[src/rtl/jtframe_mc2_pkg.sv]
// Shared constants and types for the MC2 frame: joystick bit map,
// default reset stretch length and the synchronised control vector.
package jtframe_mc2_pkg;

  localparam int unsigned RIGHT      = 32'd0;
  localparam int unsigned LEFT       = 32'd1;
  localparam int unsigned DOWN       = 32'd2;
  localparam int unsigned UP         = 32'd3;
  localparam int unsigned B1         = 32'd4;
  localparam int unsigned B2         = 32'd5;
  localparam int unsigned RSTLEN_DEF = 32'd1024;

  // One DB9 port, active-low as seen on the pins
  typedef struct packed {
    logic p9;
    logic p6;
    logic up;
    logic down;
    logic left;
    logic right;
  } db9_t;

  // Everything that crosses the synchroniser, all active-low
  typedef struct packed {
    logic [1:0] start_n;
    logic [1:0] coin_n;
    db9_t       joy2;
    db9_t       joy1;
  } ctrl_t;

  function automatic logic [9:0] joy_map(input db9_t p, input logic b2_en);
    logic [9:0] j;
    j        = 10'h3FF;
    j[RIGHT] = p.right;
    j[LEFT]  = p.left;
    j[DOWN]  = p.down;
    j[UP]    = p.up;
    j[B1]    = p.p6;
    if (b2_en) begin
      j[B2] = p.p9;
    end else begin
      j[B2] = 1'b1;
    end
    return j;
  endfunction

endpackage

[src/rtl/jtframe_mc2_if.sv]
// Game-facing bus of the MC2 frame: active-low controls and decoded OSD settings.
interface jtframe_mc2_if;
  logic [9:0] game_joystick1;
  logic [9:0] game_joystick2;
  logic [9:0] game_joystick3;
  logic [9:0] game_joystick4;
  logic [3:0] game_coin;
  logic [3:0] game_start;
  logic       enable_fm;
  logic       enable_psg;
  logic       dip_test;
  logic       dip_pause;
  logic       dip_flip;
  logic [1:0] dip_fxlevel;

  modport master (
    output game_joystick1, game_joystick2, game_joystick3, game_joystick4,
    output game_coin, game_start,
    output enable_fm, enable_psg, dip_test, dip_pause, dip_flip, dip_fxlevel
  );

  modport slave (
    input game_joystick1, game_joystick2, game_joystick3, game_joystick4,
    input game_coin, game_start,
    input enable_fm, enable_psg, dip_test, dip_pause, dip_flip, dip_fxlevel
  );
endinterface

[src/rtl/jtframe_mc2_dac.sv]
// One first-order sigma-delta channel: the carry out of a 16-bit
// accumulator is the 1-bit output stream.
module jtframe_mc2_dac #(
  parameter bit SIGNED_SND = 1'b1
) (
  input  logic        clk,
  input  logic        rst,
  input  logic [15:0] snd,
  output logic        dac
);
  logic [15:0] u_s;
  logic [16:0] acc_d;
  logic [16:0] acc_q;

  // Offset-binary conversion and accumulate; bit 16 only holds the last carry
  always_comb begin
    u_s = snd;
    if (SIGNED_SND) begin
      u_s = {~snd[15], snd[14:0]};
    end else begin
      u_s = snd;
    end
    acc_d = {1'b0, acc_q[15:0]} + {1'b0, u_s};
  end

  always_ff @(posedge clk) begin
    if (rst) begin
      acc_q <= 17'd0;
    end else begin
      acc_q <= acc_d;
    end
  end

  assign dac = acc_q[16];
endmodule

[src/rtl/jtframe_mc2_frame.sv]
// MC2 board glue: synchronised DB9/keyboard inputs, OSD decode,
// stretched game reset and two sigma-delta audio channels.
module jtframe_mc2_frame
  import jtframe_mc2_pkg::*;
#(
  parameter bit          SIGNED_SND = 1'b1,
  parameter int unsigned BUTTONS    = 32'd2,
  parameter int unsigned RSTLEN     = RSTLEN_DEF
) (
  input  logic          clk_sys,
  input  logic          rst,
  input  logic          pll_locked,
  input  logic          rst_req,
  input  logic          downloading,
  input  logic [31:0]   status,
  input  logic          joy1_up_i,
  input  logic          joy1_down_i,
  input  logic          joy1_left_i,
  input  logic          joy1_right_i,
  input  logic          joy1_p6_i,
  input  logic          joy1_p9_i,
  input  logic          joy2_up_i,
  input  logic          joy2_down_i,
  input  logic          joy2_left_i,
  input  logic          joy2_right_i,
  input  logic          joy2_p6_i,
  input  logic          joy2_p9_i,
  input  logic [1:0]    key_coin,
  input  logic [1:0]    key_start,
  input  logic [15:0]   snd_left,
  input  logic [15:0]   snd_right,
  output logic          game_rst,
  output logic          joy1_p7_o,
  output logic          joy2_p7_o,
  jtframe_mc2_if.master gio,
  output logic          AUDIO_L,
  output logic          AUDIO_R
);
  localparam int unsigned CW = $clog2(RSTLEN + 32'd1);

  ctrl_t          raw_s, sync1_q, sync2_q;
  logic [9:0]     joy1_d, joy1_q, joy2_d, joy2_q;
  logic [3:0]     coin_d, coin_q, start_d, start_q;
  logic           fm_d, fm_q, psg_d, psg_q, test_d, test_q;
  logic           pause_d, pause_q, flip_d, flip_q;
  logic [1:0]     fx_d, fx_q;
  logic [CW-1:0]  cnt_d, cnt_q;
  logic           grst_d, grst_q, src_s;
  logic           unused_s;

  assign unused_s = ^{status[31:12], status[5:2], status[0]};

  // Keys are inverted before synchronising so the preset value means "idle"
  always_comb begin
    raw_s.joy1    = '{p9: joy1_p9_i, p6: joy1_p6_i, up: joy1_up_i,
                      down: joy1_down_i, left: joy1_left_i, right: joy1_right_i};
    raw_s.joy2    = '{p9: joy2_p9_i, p6: joy2_p6_i, up: joy2_up_i,
                      down: joy2_down_i, left: joy2_left_i, right: joy2_right_i};
    raw_s.coin_n  = ~key_coin;
    raw_s.start_n = ~key_start;
  end

  always_comb begin
    joy1_d  = joy_map(sync2_q.joy1, BUTTONS > 32'd1);
    joy2_d  = joy_map(sync2_q.joy2, BUTTONS > 32'd1);
    coin_d  = {2'b11, sync2_q.coin_n};
    start_d = {2'b11, sync2_q.start_n};
    flip_d  = status[1];
    fx_d    = status[7:6];
    psg_d   = ~status[8];
    fm_d    = ~status[9];
    test_d  = ~status[10];
    pause_d = ~status[11];
  end

  // Reset stretch: any source restarts the count from zero
  always_comb begin
    src_s  = rst | ~pll_locked | rst_req | downloading;
    cnt_d  = cnt_q;
    grst_d = 1'b1;
    if (src_s) begin
      cnt_d = {CW{1'b0}};
    end else if (cnt_q != CW'(RSTLEN)) begin
      cnt_d = cnt_q + CW'(1);
    end else begin
      grst_d = 1'b0;
    end
  end

  always_ff @(posedge clk_sys) begin
    if (rst) begin
      sync1_q <= '1;
      sync2_q <= '1;
      joy1_q  <= 10'h3FF;
      joy2_q  <= 10'h3FF;
      coin_q  <= 4'hF;
      start_q <= 4'hF;
      fm_q    <= 1'b1;
      psg_q   <= 1'b1;
      test_q  <= 1'b1;
      pause_q <= 1'b1;
      flip_q  <= 1'b0;
      fx_q    <= 2'd0;
      cnt_q   <= {CW{1'b0}};
      grst_q  <= 1'b1;
    end else begin
      sync1_q <= raw_s;
      sync2_q <= sync1_q;
      joy1_q  <= joy1_d;
      joy2_q  <= joy2_d;
      coin_q  <= coin_d;
      start_q <= start_d;
      fm_q    <= fm_d;
      psg_q   <= psg_d;
      test_q  <= test_d;
      pause_q <= pause_d;
      flip_q  <= flip_d;
      fx_q    <= fx_d;
      cnt_q   <= cnt_d;
      grst_q  <= grst_d;
    end
  end

  assign game_rst            = grst_q;
  assign joy1_p7_o           = 1'b1;
  assign joy2_p7_o           = 1'b1;
  assign gio.game_joystick1  = joy1_q;
  assign gio.game_joystick2  = joy2_q;
  assign gio.game_joystick3  = 10'h3FF;
  assign gio.game_joystick4  = 10'h3FF;
  assign gio.game_coin       = coin_q;
  assign gio.game_start      = start_q;
  assign gio.enable_fm       = fm_q;
  assign gio.enable_psg      = psg_q;
  assign gio.dip_test        = test_q;
  assign gio.dip_pause       = pause_q;
  assign gio.dip_flip        = flip_q;
  assign gio.dip_fxlevel     = fx_q;

  jtframe_mc2_dac #(.SIGNED_SND(SIGNED_SND)) u_dac_l (
    .clk (clk_sys),
    .rst (rst),
    .snd (snd_left),
    .dac (AUDIO_L)
  );

  jtframe_mc2_dac #(.SIGNED_SND(SIGNED_SND)) u_dac_r (
    .clk (clk_sys),
    .rst (rst),
    .snd (snd_right),
    .dac (AUDIO_R)
  );
endmodule

[src/flat_wrapper.sv]
// flat-port wrapper written by rule: the top's interface ports become plain ports
module jtframe_mc2_frame_flat import jtframe_mc2_pkg::*;
#(
  parameter bit          SIGNED_SND = 1'b1,
  parameter int unsigned BUTTONS    = 32'd2,
  parameter int unsigned RSTLEN     = RSTLEN_DEF
)
  (clk_sys, rst, pll_locked, rst_req, downloading, status, joy1_up_i, joy1_down_i, joy1_left_i, joy1_right_i, joy1_p6_i, joy1_p9_i, joy2_up_i, joy2_down_i, joy2_left_i, joy2_right_i, joy2_p6_i, joy2_p9_i, key_coin, key_start, snd_left, snd_right, game_rst, joy1_p7_o, joy2_p7_o, AUDIO_L, AUDIO_R, gio_game_joystick1, gio_game_joystick2, gio_game_joystick3, gio_game_joystick4, gio_game_coin, gio_game_start, gio_enable_fm, gio_enable_psg, gio_dip_test, gio_dip_pause, gio_dip_flip, gio_dip_fxlevel);
  jtframe_mc2_if gio_i ();
  input  logic clk_sys;
  input  logic rst;
  input  logic pll_locked;
  input  logic rst_req;
  input  logic downloading;
  input  logic [31:0] status;
  input  logic joy1_up_i;
  input  logic joy1_down_i;
  input  logic joy1_left_i;
  input  logic joy1_right_i;
  input  logic joy1_p6_i;
  input  logic joy1_p9_i;
  input  logic joy2_up_i;
  input  logic joy2_down_i;
  input  logic joy2_left_i;
  input  logic joy2_right_i;
  input  logic joy2_p6_i;
  input  logic joy2_p9_i;
  input  logic [1:0] key_coin;
  input  logic [1:0] key_start;
  input  logic [15:0] snd_left;
  input  logic [15:0] snd_right;
  output logic game_rst;
  output logic joy1_p7_o;
  output logic joy2_p7_o;
  output logic AUDIO_L;
  output logic AUDIO_R;
  output wire logic [$bits(gio_i.game_joystick1)-1:0] gio_game_joystick1;
  output wire logic [$bits(gio_i.game_joystick2)-1:0] gio_game_joystick2;
  output wire logic [$bits(gio_i.game_joystick3)-1:0] gio_game_joystick3;
  output wire logic [$bits(gio_i.game_joystick4)-1:0] gio_game_joystick4;
  output wire logic [$bits(gio_i.game_coin)-1:0] gio_game_coin;
  output wire logic [$bits(gio_i.game_start)-1:0] gio_game_start;
  output wire logic [$bits(gio_i.enable_fm)-1:0] gio_enable_fm;
  output wire logic [$bits(gio_i.enable_psg)-1:0] gio_enable_psg;
  output wire logic [$bits(gio_i.dip_test)-1:0] gio_dip_test;
  output wire logic [$bits(gio_i.dip_pause)-1:0] gio_dip_pause;
  output wire logic [$bits(gio_i.dip_flip)-1:0] gio_dip_flip;
  output wire logic [$bits(gio_i.dip_fxlevel)-1:0] gio_dip_fxlevel;
  assign gio_game_joystick1 = gio_i.game_joystick1;
  assign gio_game_joystick2 = gio_i.game_joystick2;
  assign gio_game_joystick3 = gio_i.game_joystick3;
  assign gio_game_joystick4 = gio_i.game_joystick4;
  assign gio_game_coin = gio_i.game_coin;
  assign gio_game_start = gio_i.game_start;
  assign gio_enable_fm = gio_i.enable_fm;
  assign gio_enable_psg = gio_i.enable_psg;
  assign gio_dip_test = gio_i.dip_test;
  assign gio_dip_pause = gio_i.dip_pause;
  assign gio_dip_flip = gio_i.dip_flip;
  assign gio_dip_fxlevel = gio_i.dip_fxlevel;
  jtframe_mc2_frame #(.SIGNED_SND(SIGNED_SND), .BUTTONS(BUTTONS), .RSTLEN(RSTLEN)) u_core (.clk_sys(clk_sys), .rst(rst), .pll_locked(pll_locked), .rst_req(rst_req), .downloading(downloading), .status(status), .joy1_up_i(joy1_up_i), .joy1_down_i(joy1_down_i), .joy1_left_i(joy1_left_i), .joy1_right_i(joy1_right_i), .joy1_p6_i(joy1_p6_i), .joy1_p9_i(joy1_p9_i), .joy2_up_i(joy2_up_i), .joy2_down_i(joy2_down_i), .joy2_left_i(joy2_left_i), .joy2_right_i(joy2_right_i), .joy2_p6_i(joy2_p6_i), .joy2_p9_i(joy2_p9_i), .key_coin(key_coin), .key_start(key_start), .snd_left(snd_left), .snd_right(snd_right), .game_rst(game_rst), .joy1_p7_o(joy1_p7_o), .joy2_p7_o(joy2_p7_o), .gio(gio_i), .AUDIO_L(AUDIO_L), .AUDIO_R(AUDIO_R));
endmodule
[config.mk]
export PLATFORM = sky130hd
export DESIGN_NAME = jtframe_mc2_frame_flat
export DESIGN_NICKNAME = d
export VERILOG_FILES = /design/src/rtl/jtframe_mc2_pkg.sv /design/src/rtl/jtframe_mc2_if.sv /design/src/rtl/jtframe_mc2_dac.sv /design/src/rtl/jtframe_mc2_frame.sv /design/src/flat_wrapper.sv
export SDC_FILE = /design/constraint.sdc
export NUM_CORES = 1
export LEC_CHECK = 0
export CORE_MARGIN = 2
export CORE_UTILIZATION = 45
export DETAILED_ROUTE_END_ITERATION = 6
export DONT_BUFFER_PORTS = 1
export SYNTH_ARGS = -nofsm -noshare
export SYNTH_HDL_FRONTEND = slang
export SYNTH_SLANG_ARGS = --single-unit
[constraint.sdc]
create_clock -name clk_sys -period 2.7 [get_ports clk_sys]
set_clock_uncertainty 0.1 [all_clocks]
set_input_delay 0.54 -clock clk_sys [delete_from_list [all_inputs] [get_ports clk_sys]]
set_output_delay 0.54 -clock clk_sys [all_outputs]
set_load 0.05 [all_outputs]
# After elaboration in Yosys (flattened, before gate mapping)
# Index checks and enable logic that the tools add are counted.
# totals
reg_bits,113
in_bits,85
output_inout_bits,60
elab_cells,64
# op_classes
add_sub_neg,3
n_eq_ne,1
muxes,1
bitwise_logic,12
n_reduce_logical,1
# ops
op,count
$add 16x16->17,2
$add 11x1->11 const B,1
$ne 11x11->1 const B,1
$not 1->1,7
$not 2->2,2
$or 1x1->1,3
$reduce_or 2->1,1
$mux 1,1

# Depth between registers and ports, before layout
# logic_depth
ltp_word,5
mapped_depth,8
mapped_depth_nobuf,8

# By module
# Synthesis repeated with hierarchy kept, for this count alone.
# unflattened
cells_unflattened,483
area_unflattened_um2,4748.3
# modules_own_cells
module,instances,cells_per_inst,area_per_inst_um2,seq_area_each_um2
jtframe_mc2_dac,2,134,1217.4,340.3
jtframe_mc2_frame,1,215,2313.5,1341.3

# Least setup slack after synthesis
# Ideal clock, no wire load.
# synth_timing
kind,input -> register
startpoint,input port snd_left[0]
endpoint,register u_core.u_dac_l.acc_q[12]
arrival_ns,2.316
t_required_ns,2.477
slack_ns,0.160
cell_stages,8
n_path_buf,0
cell_sequence,ha_1 > fa_1 > a21o_1 > a31oi_1 > o21ai_1 > o31a_1 > a21oi_2 > mux2_1
# synth_via
elab_chain_len,1
# synth_lines
item,line_no,rtl
start: declaration,flat_wrapper.sv:30,input logic [15:0] snd_left;
$add 16x16->17,jtframe_mc2_dac.sv:23,"acc_d = {1'b0, acc_q[15:0]} + {1'b0, u_s};"
end signal: assignment,jtframe_mc2_dac.sv:28,acc_q <= 17'd0;
end signal: assignment,jtframe_mc2_dac.sv:30,acc_q <= acc_d;
end: declaration,jtframe_mc2_dac.sv:13,logic [16:0] acc_q;
# No other way between the ends.
# A chain may end at the register's enable or synchronous reset.

# Worst setup path after layout
# layout_timing
startpoint,register u_core.u_dac_r.acc_q[0]
endpoint,register u_core.u_dac_r.acc_q[16]
# layout_via
elab_chain_len,1
# layout_lines
item,line_no
start: declaration,jtframe_mc2_dac.sv:13
start signal: assignment,jtframe_mc2_dac.sv:28
start signal: assignment,jtframe_mc2_dac.sv:30
$add 16x16->17,jtframe_mc2_dac.sv:23
# No other way between the ends.

==> flow_metrics.env <==
export IMPL_outcome="finished clean"
export IMPL_crit_chain="ha_1 -> fa_1 -> a21oi_1 -> o21ai_1 -> a21oi_1 -> buf_4 -> o31ai_1 -> a2111oi_0 -> nor3_1"
export IMPL_place_congestion=0.784
export IMPL_grt_max_degree=98
export IMPL_synthDistinctLibCells=48
export IMPL_hold_viol_final=0
export IMPL_syn_avg_cell_area_sq_um=9.56
export IMPL_cts_setup_buffers=0
export IMPL_tightestPinTransition_ps=518
export IMPL_ir_drop_v=0.000486
export IMPL_io_buffers=0
export IMPL_grt_ovfl_total=0
export IMPL_async_flop_share=0
export IMPL_worstReg2RegStart="u_core.u_dac_r.acc_q[0]$_SDFF_PP0_"
export IMPL_fin_crit_sh=0.899
export IMPL_max_freq_mhz=412
export IMPL_dp_hpwl_mm=5.79
export IMPL_groute_usage_overall=0.149
export IMPL_synthAdderAreaFrac=0.102
export IMPL_yosys_warnings=0
export IMPL_power_density_nw_per_um2=930
export IMPL_slowest_stage="a2111oi_0"
export IMPL_ant_nets=0
export IMPL_fin_ws_ps=273
export IMPL_avgViaCountPerCell=4.82
export IMPL_power_leakage_nw=2.06
export IMPL_end_kind="flop"
export IMPL_drv_slew=0
export IMPL_cts_resized=0
export IMPL_clk_latency_ps=360
export IMPL_yosys_area_share_simple=0.194
export IMPL_clock_path_buffers=2
export IMPL_setup_tns_ps=0
export IMPL_ys_flop_type="dfxtp_1"
export IMPL_start_util=0.465
export IMPL_critPathMaxFanout=4
export IMPL_cp_startpoint="u_core.u_dac_r.acc_q[0]$_SDFF_PP0_"
export IMPL_cpLargestDelayFamily="compound AO/OA/AOI/OAI gates"
export IMPL_drt_initial_drc_count=78
export IMPL_numCtsBuffers=9
export IMPL_worstHoldStart="rst"
export IMPL_firstDrtPassIters=4
export IMPL_crit_required_ps=2840
export IMPL_synth_seq_cells=101
export IMPL_htree_levels=3
export IMPL_die_h_um=105
export IMPL_drc=0
export IMPL_routed_wl_mm=7.93
export IMPL_pin_count=145
export IMPL_rsz0062_at_grt="no"
export IMPL_coreArea_sq_um=9820
export IMPL_maxCapViolCount=0
export IMPL_final_nets=601
export IMPL_grt_pass1_wl_mm=13.0
export IMPL_p_total_mw=4.44
export IMPL_syn_cell_area_sq_um=4570
export IMPL_synth_cells_most_frequent="dfxtp_1, nor2_1, or2_2"
export IMPL_area_delta_synth_final_pct=4.44
export IMPL_synth_compound_area_share=0.119
export IMPL_crit_top_cell="a21oi_1"
export IMPL_yosys_area_top_type_share=0.442
export IMPL_root_buffer="clkbuf_8"
export IMPL_synthCells=478
export IMPL_rows=36
export IMPL_crit_arrival_ps=2570
export IMPL_yosysMostFrequentCell="dfxtp_1"
export IMPL_die_w_um=105
export IMPL_yosysTopAreaCell="dfxtp_1"
export IMPL_routedWlPerCell_um=12.8
export IMPL_clk_pin_slew_worst_paths_ps=90
export IMPL_synth_top_cells_by_area="dfxtp_1, ha_1, or2_2"
export IMPL_antenna_found_initial=0
export IMPL_fin_crit_ps=2430
export IMPL_hp_class="in2reg"
export IMPL_n_antenna_cell=0
export IMPL_tritoncts="built"
export IMPL_worstSetupPathType="reg2reg"
export IMPL_synth_area_mux_share=0.0148
export IMPL_cts_sinks=101
export IMPL_pre_cts_ws_ps=20.0
export IMPL_slew_headroom=0.655
export IMPL_synth_xor_area_share=0.0518
export IMPL_slowest_delay_ps=450
export IMPL_drive_gt1_frac=0.155
export IMPL_vias=2979
export IMPL_grt_pass1_vias=2807
export IMPL_synth_edf_count=0
export IMPL_postCtsHoldBufs=0
export IMPL_critPathBufInv=1
export IMPL_setup_viol=0
export IMPL_synth_seq_area_share=0.442
export IMPL_startpoint_type="flop"
export IMPL_synth_top_family_by_area="simple AND/OR/NAND/NOR gates"
export IMPL_dieArea_sq_um=11000
[metrics by stage]
| stage | hold WS [ps] | instance area [sq um] | utilization | std cells |
|---|---|---|---|---|
| 6_report | 136 | 4770 | 0.486 | 618 |
| 5_1_grt | 91.0 | 4770 | 0.486 | 618 |
| 4_1_cts | 96.5 | 4770 | 0.486 | 618 |
| 3_5_place_dp | 292 | 4590 | 0.468 | 602 |
| 3_3_place_gp | 290 | 4590 | 0.468 | 602 |
| 2_1_floorplan | 289 | 4690 | - | 511 |
[metal layers]
metal | vias up | global-route usage | routed length [um]
li1 | 1558 | - | -
met1 | 1351 | 0.175 | 3550
met2 | 68 | 0.243 | 3810
met3 | 2 | 0.0699 | 524
met4 | 0 | 0.0429 | 39
met5 | - | 0 | 0
[logic make-up after synthesis]
kind of cell	after synthesis
compound gates	83
xor+xnor	27
fa+ha+maj	36
buf+inv	56
flops	101
mux	6
other cells	1
simple gates	168
[power by group]
part           internal [mW]  total (mW)  switching, mW
registers               1.72        1.86          0.141
logic                  0.749        1.69          0.945
clock network          0.352       0.886          0.534
total                   2.82        4.44           1.62
[registers in the layout, summed over array words and instances (netlist names), 6 cells and up]
register / flops
u_core.cnt_q: 11
u_core.gio.game_joystick2: 6
u_core.joy1_d: 6
u_core.sync1_q: 16
u_core.u_dac_l.acc_q: 17
u_core.u_dac_r.acc_q: 17
u_core.joy2_d: 6
u_core.gio.game_joystick1: 6
[layout make-up]
cell class | instances | area (sq um)
sequential | 101 | 2020
timing repair buffer | 5 | 37.5
clock inverter | 6 | 53.8
multi-input combinational | 354 | 2330
clock buffer | 10 | 128
tap | 133 | 166
fill | 967 | 5050
inverter | 9 | 33.8
[worst paths after layout]
check | end | slack (ps) | depth (start not counted)
setup / recovery | u_core.u_dac_r.acc_q[16]$_SDFF_PP0_ | 270 | 9
hold reg to reg | u_core.start_d[1]$_SDFF_PP1_ | 310 | 1
setup reg to reg | u_core.u_dac_r.acc_q[16]$_SDFF_PP0_ | 270 | 9
hold / removal | u_core.u_dac_l.acc_q[8]$_SDFF_PP0_ | 140 | 1
[cell usage in the layout (no fill, tap or decap), drive strengths merged, types with 2 or more instances in the layout]
master	netlist	layout
nand2	15	15
nor2b	14	14
xor2	13	13
a21o	17	17
ha	34	34
o211ai	3	3
a21oi	30	30
conb	1	34
o21ai	10	10
nor4	2	2
nand4	4	4
or2	45	45
o21bai	5	5
nor4b	2	2
and3	4	4
xnor2	14	14
inv	9	12
nand2b	10	10
or3	2	2
dfxtp	101	101
nor2	47	47
a221o	2	2
clkbuf	12	10
a31o	2	2
a31oi	5	5
buf	35	5
nand3	13	13
nor3	5	5
o21a	2	2
fa	2	2
clkinv	0	2
mux2	6	6
Note: power is estimated with default switching activity, not from simulation.
